$ cat config.mk
export PLATFORM = sky130hd
export DESIGN_NAME = gpa_fhdo_seq
export DESIGN_NICKNAME = d
export VERILOG_FILES = /design/src/rtl/gpa_fhdo_seq.sv
export SDC_FILE = /design/constraint.sdc
export NUM_CORES = 1
export LEC_CHECK = 0
export CORE_ASPECT_RATIO = 1.5
export CORE_MARGIN = 3
export CORE_UTILIZATION = 60
export CTS_CLUSTER_DIAMETER = 50
export CTS_CLUSTER_SIZE = 8
export DETAILED_ROUTE_END_ITERATION = 12
export DONT_BUFFER_PORTS = 1
export GPL_TIMING_DRIVEN = 0
export PLACE_DENSITY_LB_ADDON = 0.12
export SKIP_CTS_REPAIR_TIMING = 1
export SLEW_MARGIN = 30
export SYNTH_ARGS = -nofsm -noshare
export SYNTH_HDL_FRONTEND = slang
export SYNTH_SLANG_ARGS = --single-unit
$ cat constraint.sdc
create_clock -name clk -period 2.6 [get_ports clk]
set_input_delay 0.26 -clock clk [delete_from_list [all_inputs] [get_ports clk]]
set_output_delay 0.26 -clock clk [all_outputs]
set_load 0.1 [all_outputs]
$ cat src/rtl/gpa_fhdo_seq.sv
// Update sequencer for gpa_fhdo_iface: DAC80504 init, then masked 4-channel updates.
// Optional: GPA_FHDO_SEQ_SKIP_UNCHANGED_EN suppresses channels equal to the last value sent.
module gpa_fhdo_seq #(
    parameter logic [23:0] INIT_WORD0    = 24'h020000,
    parameter logic [23:0] INIT_WORD1    = 24'h040000,
    parameter int unsigned HOLDOFF       = 2,
    parameter logic [7:0]  DAC_BASE_ADDR = 8'h08
) (
    input  logic        clk,
    input  logic        rst_n,
    input  logic        upd_valid_i,
    output logic        upd_ready_o,
    input  logic [63:0] upd_data_i,
    input  logic [3:0]  upd_mask_i,
    output logic [31:0] iface_data_o,
    output logic        iface_valid_o,
    input  logic        iface_busy_i,
    output logic        init_done_o,
    output logic        busy_o,
    output logic        done_o
);

    localparam logic [3:0] HOLD_LAST = 4'(HOLDOFF - 1);

    typedef enum logic [2:0] {
        S_INIT_ISSUE,
        S_INIT_HOLD,
        S_INIT_WAIT,
        S_IDLE,
        S_ISSUE,
        S_HOLD,
        S_WAIT
    } state_t;

    state_t      state_q, state_d;
    logic        init_idx_q;
    logic        init_done_q, init_done_d;
    logic [3:0]  hold_cnt_q;
    logic [3:0]  rem_q;
    logic [3:0]  rem_after;
    logic [3:0]  eff_mask;
    logic [63:0] data_q;
    logic [1:0]  ptr;
    logic [15:0] ptr_val;
    logic        hold_end;
    logic        accept;
    logic [31:0] iface_data_q;
    logic        valid_q, ready_q, busy_q, done_q;

    assign iface_data_o  = iface_data_q;
    assign iface_valid_o = valid_q;
    assign upd_ready_o   = ready_q;
    assign init_done_o   = init_done_q;
    assign busy_o        = busy_q;
    assign done_o        = done_q;

    function automatic logic [1:0] lowest_set(input logic [3:0] m);
        logic [1:0] res;
        logic       found;
        res   = '0;
        found = 1'b0;
        for (int unsigned i = 0; i < 4; i++) begin
            if (m[i] && !found) begin
                res   = 2'(i);
                found = 1'b1;
            end
        end
        return res;
    endfunction

`ifdef GPA_FHDO_SEQ_SKIP_UNCHANGED_EN
    logic [63:0] shadow_q;

    always_comb begin
        eff_mask = upd_mask_i;
        for (int unsigned i = 0; i < 4; i++) begin
            if (upd_data_i[16*i +: 16] == shadow_q[16*i +: 16])
                eff_mask[i] = 1'b0;
        end
    end

    always_ff @(posedge clk or negedge rst_n) begin
        if (!rst_n)
            shadow_q <= '0;
        else if (state_q == S_ISSUE)
            shadow_q[{ptr, 4'b0000} +: 16] <= ptr_val;
    end
`else
    assign eff_mask = upd_mask_i;
`endif

    // Remaining-channel mask: the pointer is always its lowest set bit, and the
    // word being issued is the last one when clearing that bit empties the mask.
    always_comb begin
        ptr       = lowest_set(rem_q);
        ptr_val   = data_q[{ptr, 4'b0000} +: 16];
        rem_after = rem_q & ~(4'b0001 << ptr);
        hold_end  = (hold_cnt_q == HOLD_LAST);
        accept    = (state_q == S_IDLE) && init_done_q && upd_valid_i;
    end

    always_comb begin
        state_d     = state_q;
        init_done_d = init_done_q;
        case (state_q)
            S_INIT_ISSUE: state_d = S_INIT_HOLD;
            S_INIT_HOLD:  if (hold_end) state_d = S_INIT_WAIT;
            S_INIT_WAIT: begin
                if (!iface_busy_i) begin
                    if (init_idx_q) begin
                        state_d     = S_IDLE;
                        init_done_d = 1'b1;
                    end else begin
                        state_d = S_INIT_ISSUE;
                    end
                end
            end
            S_IDLE:  if (accept && (eff_mask != 4'd0)) state_d = S_ISSUE;
            S_ISSUE: state_d = S_HOLD;
            S_HOLD:  if (hold_end) state_d = S_WAIT;
            S_WAIT: begin
                if (!iface_busy_i)
                    state_d = (rem_q == 4'd0) ? S_IDLE : S_ISSUE;
            end
            default: state_d = S_INIT_ISSUE;
        endcase
    end

    always_ff @(posedge clk or negedge rst_n) begin
        if (!rst_n) begin
            state_q      <= S_INIT_ISSUE;
            init_idx_q   <= 1'b0;
            init_done_q  <= 1'b0;
            hold_cnt_q   <= '0;
            rem_q        <= '0;
            data_q       <= '0;
            iface_data_q <= '0;
            valid_q      <= 1'b0;
            ready_q      <= 1'b0;
            busy_q       <= 1'b0;
            done_q       <= 1'b0;
        end else begin
            state_q     <= state_d;
            init_done_q <= init_done_d;
            valid_q     <= 1'b0;
            done_q      <= 1'b0;
            // Status outputs are registered from the next state so they stay 0 in reset.
            busy_q      <= (state_d != S_IDLE);
            ready_q     <= (state_d == S_IDLE) && init_done_d;

            if (state_q == S_HOLD || state_q == S_INIT_HOLD)
                hold_cnt_q <= hold_cnt_q + 4'd1;
            else
                hold_cnt_q <= '0;

            case (state_q)
                S_INIT_ISSUE: begin
                    valid_q      <= 1'b1;
                    iface_data_q <= {8'd0, (init_idx_q ? INIT_WORD1 : INIT_WORD0)};
                end
                S_INIT_WAIT: begin
                    if (!iface_busy_i)
                        init_idx_q <= 1'b1;
                end
                S_IDLE: begin
                    if (accept) begin
                        data_q <= upd_data_i;
                        rem_q  <= eff_mask;
                        if (eff_mask == 4'd0)
                            done_q <= 1'b1;
                    end
                end
                S_ISSUE: begin
                    valid_q      <= 1'b1;
                    iface_data_q <= {5'd0, ptr, (rem_after == 4'd0),
                                     DAC_BASE_ADDR + {6'd0, ptr}, ptr_val};
                    rem_q        <= rem_after;
                end
                S_WAIT: begin
                    if (!iface_busy_i && (rem_q == 4'd0))
                        done_q <= 1'b1;
                end
                default: ;
            endcase
        end
    end

endmodule

==> metrics.txt, run 1 <==
antenna violations before repair=0; initial drt markers=208; Max Fclk=0.430 GHz; synthesis-to-finish area growth=9.42%; asr flop ratio synth=100%; startpoint types=register; Final GP Congestion=0.842; dominant cell type by area after synthesis=dfrtp_1; nets@finish=595; Setup WS pre-CTS=0.282 ns; Initial Utilization=62.3%; failing checks=negative hold slack; hold_ws=-0.419 ns; slowest CP cell=dfrtp_1; drt pass-1 iters=4; Ant. Diodes=0; Slew Viols, Final=0; die span in x=77.2 um; critical path type=register to register; Vias=3,491; Unique masters post-synth=44; post-place instance area=0.00471 sq mm; most common cell in the netlist=nand2_1; Metal-1 WL=4400 um; max_cap viols=0; VDD IR-drop max=0.457 mV; Die Span Y=113 um; clk buf depth=2; RSZ-0062 raised after global routing=false; clock tree sinks=103; gr usage total=26.2%; Tmin final=2.32 ns; syn avg cell area=9.28 sq um; Clock Pin Slew Worst Setup and Hold Paths=0.09 ns; routed wire length=10,900 um; register area share after synthesis=56.5%; crit path max fanout=10; routed length on met2=5410 um; PD cells=518 mW/mm^2; cells after synthesis=491; PortBufs=0; Mapped Area=0.00456 sq mm; htree depth=3; slew margin rel.=35.0%; share of layout cells above drive strength 1=10.1%; max incr delay on CP=1.00 ns; Final Hold Fails=117; Skew-Pair Late Insertion Delay=0.37 ns; setup total negative slack=0 ns; post-synth top area share=56.5%; final core occ=68.1%; Fillers=660; # DRC=0; outcome=finished with violations; post-route ant nets=0; cts bufs inserted=9; core area=0.00732 sq mm; Crit. Startpoint=init_done_o$_DFF_PN0_; Finished Layout Cells=624; CP Cell Sequence=nand2_1 > or3_1 > clkbuf_1 > nand2_1 > nand2_1; Critical Path RT=2.86 ns; Die ar.=0.00870 sq mm; final worst slack=0.277 ns; area of the multi-input gates=0.00174 sq mm; Ports=109; Via-to-Cell Ratio=5.59; Overflow after GRT=0; register area=0.00258 sq mm; type of the worst min-delay path=input port to asynchronous set/reset pin; Crit path top cell by count=nand2_1; vias in the first global route=3,530; first-pass GRT wire length=17,800 um; Yosys reg bits=103; CP arrival=2.58 ns; DR WL/cell=17.4 um; # rows=38; number of synthesized flops with an enable pin=0; Final Setup Violations=0; largest net degree at the start of global routing=104; most common flop cell mapped by yosys=dfrtp_1; nature of the critical path endpoint=register; CTS tree=yes; post-route cell area=0.00499 sq mm; synth cell count leaders=nand2_1 (204), dfrtp_1 (103), o22ai_1 (32); Root Buffer=clkbuf_8; Met3 Wirelength=678 um; slew of the pin with the lowest slew margin=0.975 ns; clk_skew=0.00736 ns; max layer used=met4; dominant cells by area after synthesis=dfrtp_1 (57%), nand2_1 (17%), o22ai_1 (4.4%); LEAKAGE=2.74 nW; fin crit share=89.3%; Tot Pwr=2.58 mW; Yosys warning count=0; hpwl dp=7810 um; Inst Count DP=599; reg2reg start=init_done_o$_DFF_PN0_
[where the power goes]
group / switching (mW) / total (mW) / internal (mW)
Combinational: 0.0617 / 0.0841 / 0.0224
Clock: 0.506 / 0.897 / 0.390
Sequential: 0 / 1.60 / 1.60
[final cells by class]
class	count	area share [%]
multi-input cells	351	34.9
clock inverters	1	0.100
well taps	100	2.51
clock buffers	13	3.19
repair buffers	11	2.21
plain buffers	41	5.14
flip-flops and latches	103	51.7
inverters	4	0.301
[worst paths after layout]
check	end	cells after the start	slack, ns
min in group clk	data_q[44]$_DFFE_PN0P_	2	-0.01
setup reg to reg	data_q[3]$_DFFE_PN0P_	5	0.28
hold reg to reg	data_q[37]$_DFFE_PN0P_	2	0.48
max in group asynchronous	data_q[11]$_DFFE_PN0P_	0	2.89
setup / recovery	data_q[3]$_DFFE_PN0P_	5	0.28
hold / removal	iface_data_o[3]$_DFFE_PN0P_	0	-0.42
[cells in the final DEF (no fill, tap or decap), types with 3 or more instances in the layout]
cell,count
buf_2,16
nand2_1,204
conb_1,9
a21o_1,16
nand2b_1,5
a211oi_1,17
clkbuf_8,11
o21ai_0,21
buf_4,10
nor2_1,11
dfrtp_1,103
clkbuf_1,11
inv_1,3
o22ai_1,32
o21ai_1,3
buf_6,6
dlygate4sd3_1,11
[kinds of logic after synthesis]
| kind of cell | count (synthesis) | synth area share, % |
|---|---|---|
| XOR/XNOR | 2 | 0.384 |
| AO/OA/AOI/OAI | 102 | 14.8 |
| flip-flops | 103 | 56.5 |
| buffers and inverters | 45 | 5.96 |
| adder cells (fa/ha/maj) | 3 | 0.769 |
| AND/OR/NAND/NOR | 235 | 21.4 |
| other | 1 | 0.0823 |
[layer usage]
layer | global-route usage [%] | up-vias
met5 | 0 | -
met4 | 12.9 | 0
met3 | 6.53 | 27
met2 | 42.2 | 102
met1 | 33.1 | 1680
li1 | - | 1682
[worst max-delay path: cells and delay by family, from the launching register on]
kind                   cells  cell delay (ns)
AND/OR/NAND/NOR            4             0.90
flip-flops                 1             1.00
buffers and inverters      1             0.32
[registers in the layout, summed over array words and instances, names as in the netlist]
signal	flops
rem_q	4
iface_valid_o	1
init_idx_q	1
init_done_o	1
hold_cnt_q	4
upd_ready_o	1
state_q	3
busy_o	1
iface_data_o	22
done_o	1
data_q	64
Power figures use the tool's default switching activity.
==> inputs of run 2 (changes only) <==
- CORE_MARGIN: 3 -> not set
==> run 2 against run 1 <==
Compared with the run above:
- the flow still finishes with violations (negative hold slack)
- register-to-register slack about the same
- total power up 4.9%
- sequential share of layout area down 2.5 points
- non-clock buffer count up 23
- via count up 3.1%
- sequential power about the same
- setup slack worse by 0.0051 ns
- maximum frequency down 0.22%
- critical endpoint is now data_q[1]$_DFFE_PN0P_
==> metrics.txt, run 2 (same netlist as run 1, synthesis figures left out) <==
largest net degree at the start of global routing=104 (unchanged); Skew-Pair Late Insertion Delay=0.38 ns (was 0.37 ns); cts bufs inserted=9 (unchanged); Crit path top cell by count=nand2_1 (unchanged); delay-heaviest family, CP=flip-flops (unchanged); slew margin rel.=34.2% (was 35.0%); initial drt markers=293 (was 208); DR WL/cell=16.6 um (was 17.4 um); reg2reg start=init_done_o$_DFF_PN0_ (unchanged); CP Cell Sequence=nand2_1 > or3_1 > clkbuf_1 > nand2_1 > nand2_1 (unchanged); setup total negative slack=0 ns (unchanged); vias in the first global route=3,534 (was 3,530); nets@finish=618 (was 595); RSZ-0062 raised after global routing=false (unchanged); Via-to-Cell Ratio=5.55 (was 5.59); critical path type=register to register (unchanged); share of layout cells above drive strength 1=10.0% (was 10.1%); htree depth=3 (unchanged); reg2reg path depth=5 (unchanged); Initial Utilization=62.7% (was 62.3%); gr usage total=29.1% (was 26.2%); outcome=finished with violations (unchanged); Overflow after GRT=0 (unchanged); Ant. Diodes=0 (unchanged); nature of the critical path endpoint=register (unchanged); Die Span Y=109 um (was 113 um); Top reg by flops=data_q (unchanged); clk_skew=0.00774 ns (was 0.00736 ns); commonest non-fill, non-tap cells in the layout=nand2_1 (204), dfrtp_1 (103), dlygate4sd3_1 (34) (was nand2_1 (204), dfrtp_1 (103), o22ai_1 (32)); Ports=109 (unchanged); PortBufs=0 (unchanged); max_cap viols=0 (unchanged); Vias=3,599 (was 3,491); Setup WS pre-CTS=0.288 ns (was 0.282 ns); slew of the pin with the lowest slew margin=0.987 ns (was 0.975 ns); clock tree sinks=103 (unchanged); CP Buf/Inv Count=1 (unchanged); PD cells=517 mW/mm^2 (was 518 mW/mm^2); commonest non-fill, non-tap cell in the layout=nand2_1 (unchanged); Final GP Congestion=0.821 (was 0.842); Crit. Startpoint=init_done_o$_DFF_PN0_ (unchanged); CP arrival=2.60 ns (was 2.58 ns); hpwl dp=7590 um (was 7810 um); clk buf depth=2 (unchanged); failing checks=negative hold slack (unchanged); critical path depth=5 (unchanged); Clock Pin Slew Worst Setup and Hold Paths=0.09 ns (about the same); type of the worst min-delay path=input port to asynchronous set/reset pin (unchanged); fin crit share=89.5% (was 89.3%); Max Fclk=0.430 GHz (about the same); Die ar.=0.00796 sq mm (was 0.00870 sq mm); max FFs per register=64 (unchanged); startpoint types=register (unchanged); final worst slack=0.272 ns (was 0.277 ns); synthesis-to-finish area growth=15.0% (was 9.42%); # rows=38 (unchanged); crit path max fanout=10 (unchanged); max incr delay on CP=1.01 ns (was 1.00 ns); die span in x=73.2 um (was 77.2 um); Final Setup Violations=0 (unchanged); core area=0.00727 sq mm (was 0.00732 sq mm); slowest CP cell=dfrtp_1 (unchanged); Slew Viols, Final=0 (unchanged); routed wire length=10,800 um (was 10,900 um); Final Hold Fails=126 (was 117); Tmin final=2.33 ns (was 2.32 ns); # DRC=0 (unchanged); LEAKAGE=2.85 nW (was 2.74 nW); hold_ws=-0.435 ns (was -0.419 ns); CTS tree=yes (unchanged); antenna violations before repair=0 (unchanged); Root Buffer=clkbuf_8 (unchanged); VDD IR-drop max=0.406 mV (was 0.457 mV); drt pass-1 iters=4 (unchanged); first-pass GRT wire length=16,900 um (was 17,800 um); final core occ=72.1% (was 68.1%); Critical Path RT=2.87 ns (was 2.86 ns); post-route ant nets=0 (unchanged)
-- run 2: changes by cell type in the layout (fill, tap and decap cells not counted), sizes merged --
cell and delta:
clkinv +2, bufinv +1, clkbuf -1, dlygate4sd3 +23
-- run 2: power breakdown --
part | leakage (nW) | internal (mW) | switching, mW
Combinational | 1.34 | 0.0454 | 0.0678
Clock | 0.100 | 0.468 | 0.528
Sequential | 1.42 | 1.60 | 0
Total | 2.85 | 2.11 | 0.596
-- run 2: final timing paths --
| check | to | slack (ns) |
|---|---|---|
| setup / recovery | data_q[1]$_DFFE_PN0P_ | 0.27 |
| hold / removal | hold_cnt_q[1]$_DFF_PN0_ | -0.44 |
| setup reg to reg | data_q[1]$_DFFE_PN0P_ | 0.27 |
| hold reg to reg | data_q[44]$_DFFE_PN0P_ | 0.48 |
| max in group asynchronous | data_q[60]$_DFFE_PN0P_ | 2.93 |
| min in group clk | data_q[31]$_DFFE_PN0P_ | -0.02 |
-- run 2: routing by layer --
layer / track usage, % / wire [um] / vias to the layer above
met4: 14.4 / 310 / 0
li1: - / - / 1720
met1: 34.0 / 4200 / 1724
met3: 8.78 / 728 / 24
met2: 48.0 / 5550 / 131
met5: 0 / 0 / -
-- run 2: area by class of cell --
class	count	area [sq um]
sequential	103	2580
fill	579	2030
multi-input combinational	351	1740
timing repair buffer	34	340
buffer	41	256
clock buffer	12	145
tap	100	125
clock inverter	4	45.0
inverter	4	15.0
-- run 2: through the flow --
step                area (sq um)  cells  total power [mW]
detailed placement          4710    599              1.70
global route                5240    649              2.78
global placement            4710    599              1.70
CTS                         4900    615              2.68
finish                      5240    649              2.71
floorplan                   4590    499              1.70
==> inputs of run 3 (changes only) <==
- CTS_CLUSTER_SIZE: 8 -> 10
- clock period: 2.6 -> 2.5 ns (I/O delays scaled with it)
==> run 3 against run 2 <==
Compared with the run above:
- highest routed layer unchanged
- combinational power rose by 20%
- register-to-register slack got worse by 0.13 ns
- the flow still finishes with violations (negative hold slack)
- critical path depth is the same
- maximum frequency shrank 1.1%
- setup slack got worse by 0.13 ns
- final cell count rose by 2.2%
- total power grew 4.6%
- clock power grew 4%
==> metrics.txt, run 3 (same netlist as run 1, synthesis figures left out) <==
drt pass-1 iters=5 (was 4); startpoint types=register (unchanged); CTS tree=yes (unchanged); first-pass GRT wire length=16,900 um (unchanged); share of layout cells above drive strength 1=9.77% (was 10.0%); setup total negative slack=0 ns (unchanged); Tmin final=2.35 ns (was 2.33 ns); DR WL/cell=16.7 um (was 16.6 um); Die ar.=0.00796 sq mm (unchanged); Ports=109 (unchanged); Final Hold Fails=116 (was 126); RSZ-0062 raised after global routing=false (unchanged); max_cap viols=0 (unchanged); area of the multi-input gates=0.00174 sq mm (unchanged); Clock Pin Slew Worst Setup and Hold Paths=0.09 ns (about the same); Root Buffer=clkbuf_8 (unchanged); Initial Utilization=62.7% (unchanged); Overflow after GRT=0 (unchanged); commonest non-fill, non-tap cells in the layout=nand2_1 (204), dfrtp_1 (103), dlygate4sd3_1 (48) (was nand2_1 (204), dfrtp_1 (103), dlygate4sd3_1 (34)); vias in the first global route=3,534 (unchanged); Top reg by flops=data_q (unchanged); hpwl dp=7590 um (unchanged); Final Setup Violations=0 (unchanged); PortBufs=0 (unchanged); Max Fclk=0.425 GHz (was 0.430 GHz); post-route ant nets=0 (unchanged); Ant. Diodes=0 (unchanged); slew margin rel.=34.2% (about the same); die span in x=73.2 um (unchanged); htree depth=3 (unchanged); initial drt markers=215 (was 293); slew of the pin with the lowest slew margin=0.986 ns (was 0.987 ns); cts bufs inserted=9 (unchanged); largest net degree at the start of global routing=104 (unchanged); outcome=finished with violations (unchanged); nets@finish=632 (was 618); Skew-Pair Late Insertion Delay=0.38 ns (about the same); clk_skew=0.00624 ns (was 0.00774 ns); clock tree sinks=103 (unchanged); type of the worst min-delay path=input port to asynchronous set/reset pin (unchanged); clk buf depth=2 (unchanged); nature of the critical path endpoint=register (unchanged); final core occ=74.0% (was 72.1%); Slew Viols, Final=0 (unchanged); register area=0.00258 sq mm (unchanged); fin crit share=94.2% (was 89.5%); core area=0.00727 sq mm (unchanged); CP arrival=2.63 ns (was 2.60 ns); VDD IR-drop max=0.412 mV (was 0.406 mV); Fillers=547 (was 579); critical path type=register to register (unchanged); Critical Path RT=2.77 ns (was 2.87 ns); Via-to-Cell Ratio=5.55 (about the same); failing checks=negative hold slack (unchanged); Die Span Y=109 um (unchanged); crit path max fanout=10 (unchanged); # rows=38 (unchanged); Final GP Congestion=0.821 (unchanged); synthesis-to-finish area growth=18.1% (was 15.0%); max FFs per register=64 (unchanged); gr usage total=29.1% (unchanged); commonest non-fill, non-tap cell in the layout=nand2_1 (unchanged); PD cells=526 mW/mm^2 (was 517 mW/mm^2); LEAKAGE=2.91 nW (was 2.85 nW); antenna violations before repair=0 (unchanged); Vias=3,678 (was 3,599); routed wire length=11,100 um (was 10,800 um); hold_ws=-0.441 ns (was -0.435 ns); # DRC=0 (unchanged)
run 3: layer usage:
| layer | part of all wire [%] | vias to the layer above | global-route usage (%) |
|---|---|---|---|
| met5 | 0 | - | 0 |
| met4 | 3.1 | 0 | 14.4 |
| met3 | 6.4 | 28 | 8.78 |
| met2 | 52 | 123 | 48.0 |
| met1 | 38 | 1780 | 34.0 |
| li1 | - | 1747 | - |
run 3: power by group:
part / switching, mW / leakage, nW / internal, mW
sequential: 0 / 1.42 / 1.66
clock: 0.547 / 0.100 / 0.486
combinational: 0.0744 / 1.39 / 0.0618
total: 0.622 / 2.91 / 2.21
run 3: area by class of cell:
type / count / area share, %
Buffer: 41 / 4.76
Clock inverter: 4 / 0.837
Multi-Input combinational cell: 351 / 32.3
Tap cell: 100 / 2.32
Inverter: 4 / 0.279
Clock buffer: 12 / 2.70
Sequential cell: 103 / 47.9
Timing Repair Buffer: 48 / 8.92
run 3: stage by stage:
stage / worst slack, ns / power, mW / instances / hold slack (ns) / area [sq um]
final: 0.145 / 2.83 / 663 / -0.441 / 5380
after global routing: 0.0406 / 2.91 / 663 / -0.463 / 5380
after CTS: 0.170 / 2.79 / 615 / -0.456 / 4900
after detailed placement: 0.188 / 1.77 / 599 / -0.0422 / 4710
after global placement: 0.241 / 1.77 / 599 / -0.0429 / 4710
after floorplan: 0.433 / 1.77 / 499 / -0.0456 / 4590
run 3: worst paths after layout:
| check | from | to | slack [ns] | depth (start not counted) |
|---|---|---|---|---|
| setup / recovery | init_done_o$_DFF_PN0_ | data_q[14]$_DFFE_PN0P_ | 0.15 | 5 |
| hold / removal | rst_n | hold_cnt_q[1]$_DFF_PN0_ | -0.44 | 0 |
| setup reg to reg | init_done_o$_DFF_PN0_ | data_q[14]$_DFFE_PN0P_ | 0.15 | 5 |
| hold reg to reg | data_q[44]$_DFFE_PN0P_ | data_q[44]$_DFFE_PN0P_ | 0.48 | 2 |
| max in group asynchronous | rst_n | data_q[17]$_DFFE_PN0P_ | 2.81 | 0 |
| min in group clk | upd_data_i[61] | data_q[61]$_DFFE_PN0P_ | -0.02 | 2 |
run 3: worst max-delay path, stage by stage, from the launching register on:
cell and delay (ns):
dfrtp_1 1.00, nand2_1 0.23, or3_1 0.45, clkbuf_1 0.31, nand2_1 0.18, nand2_1 0.06
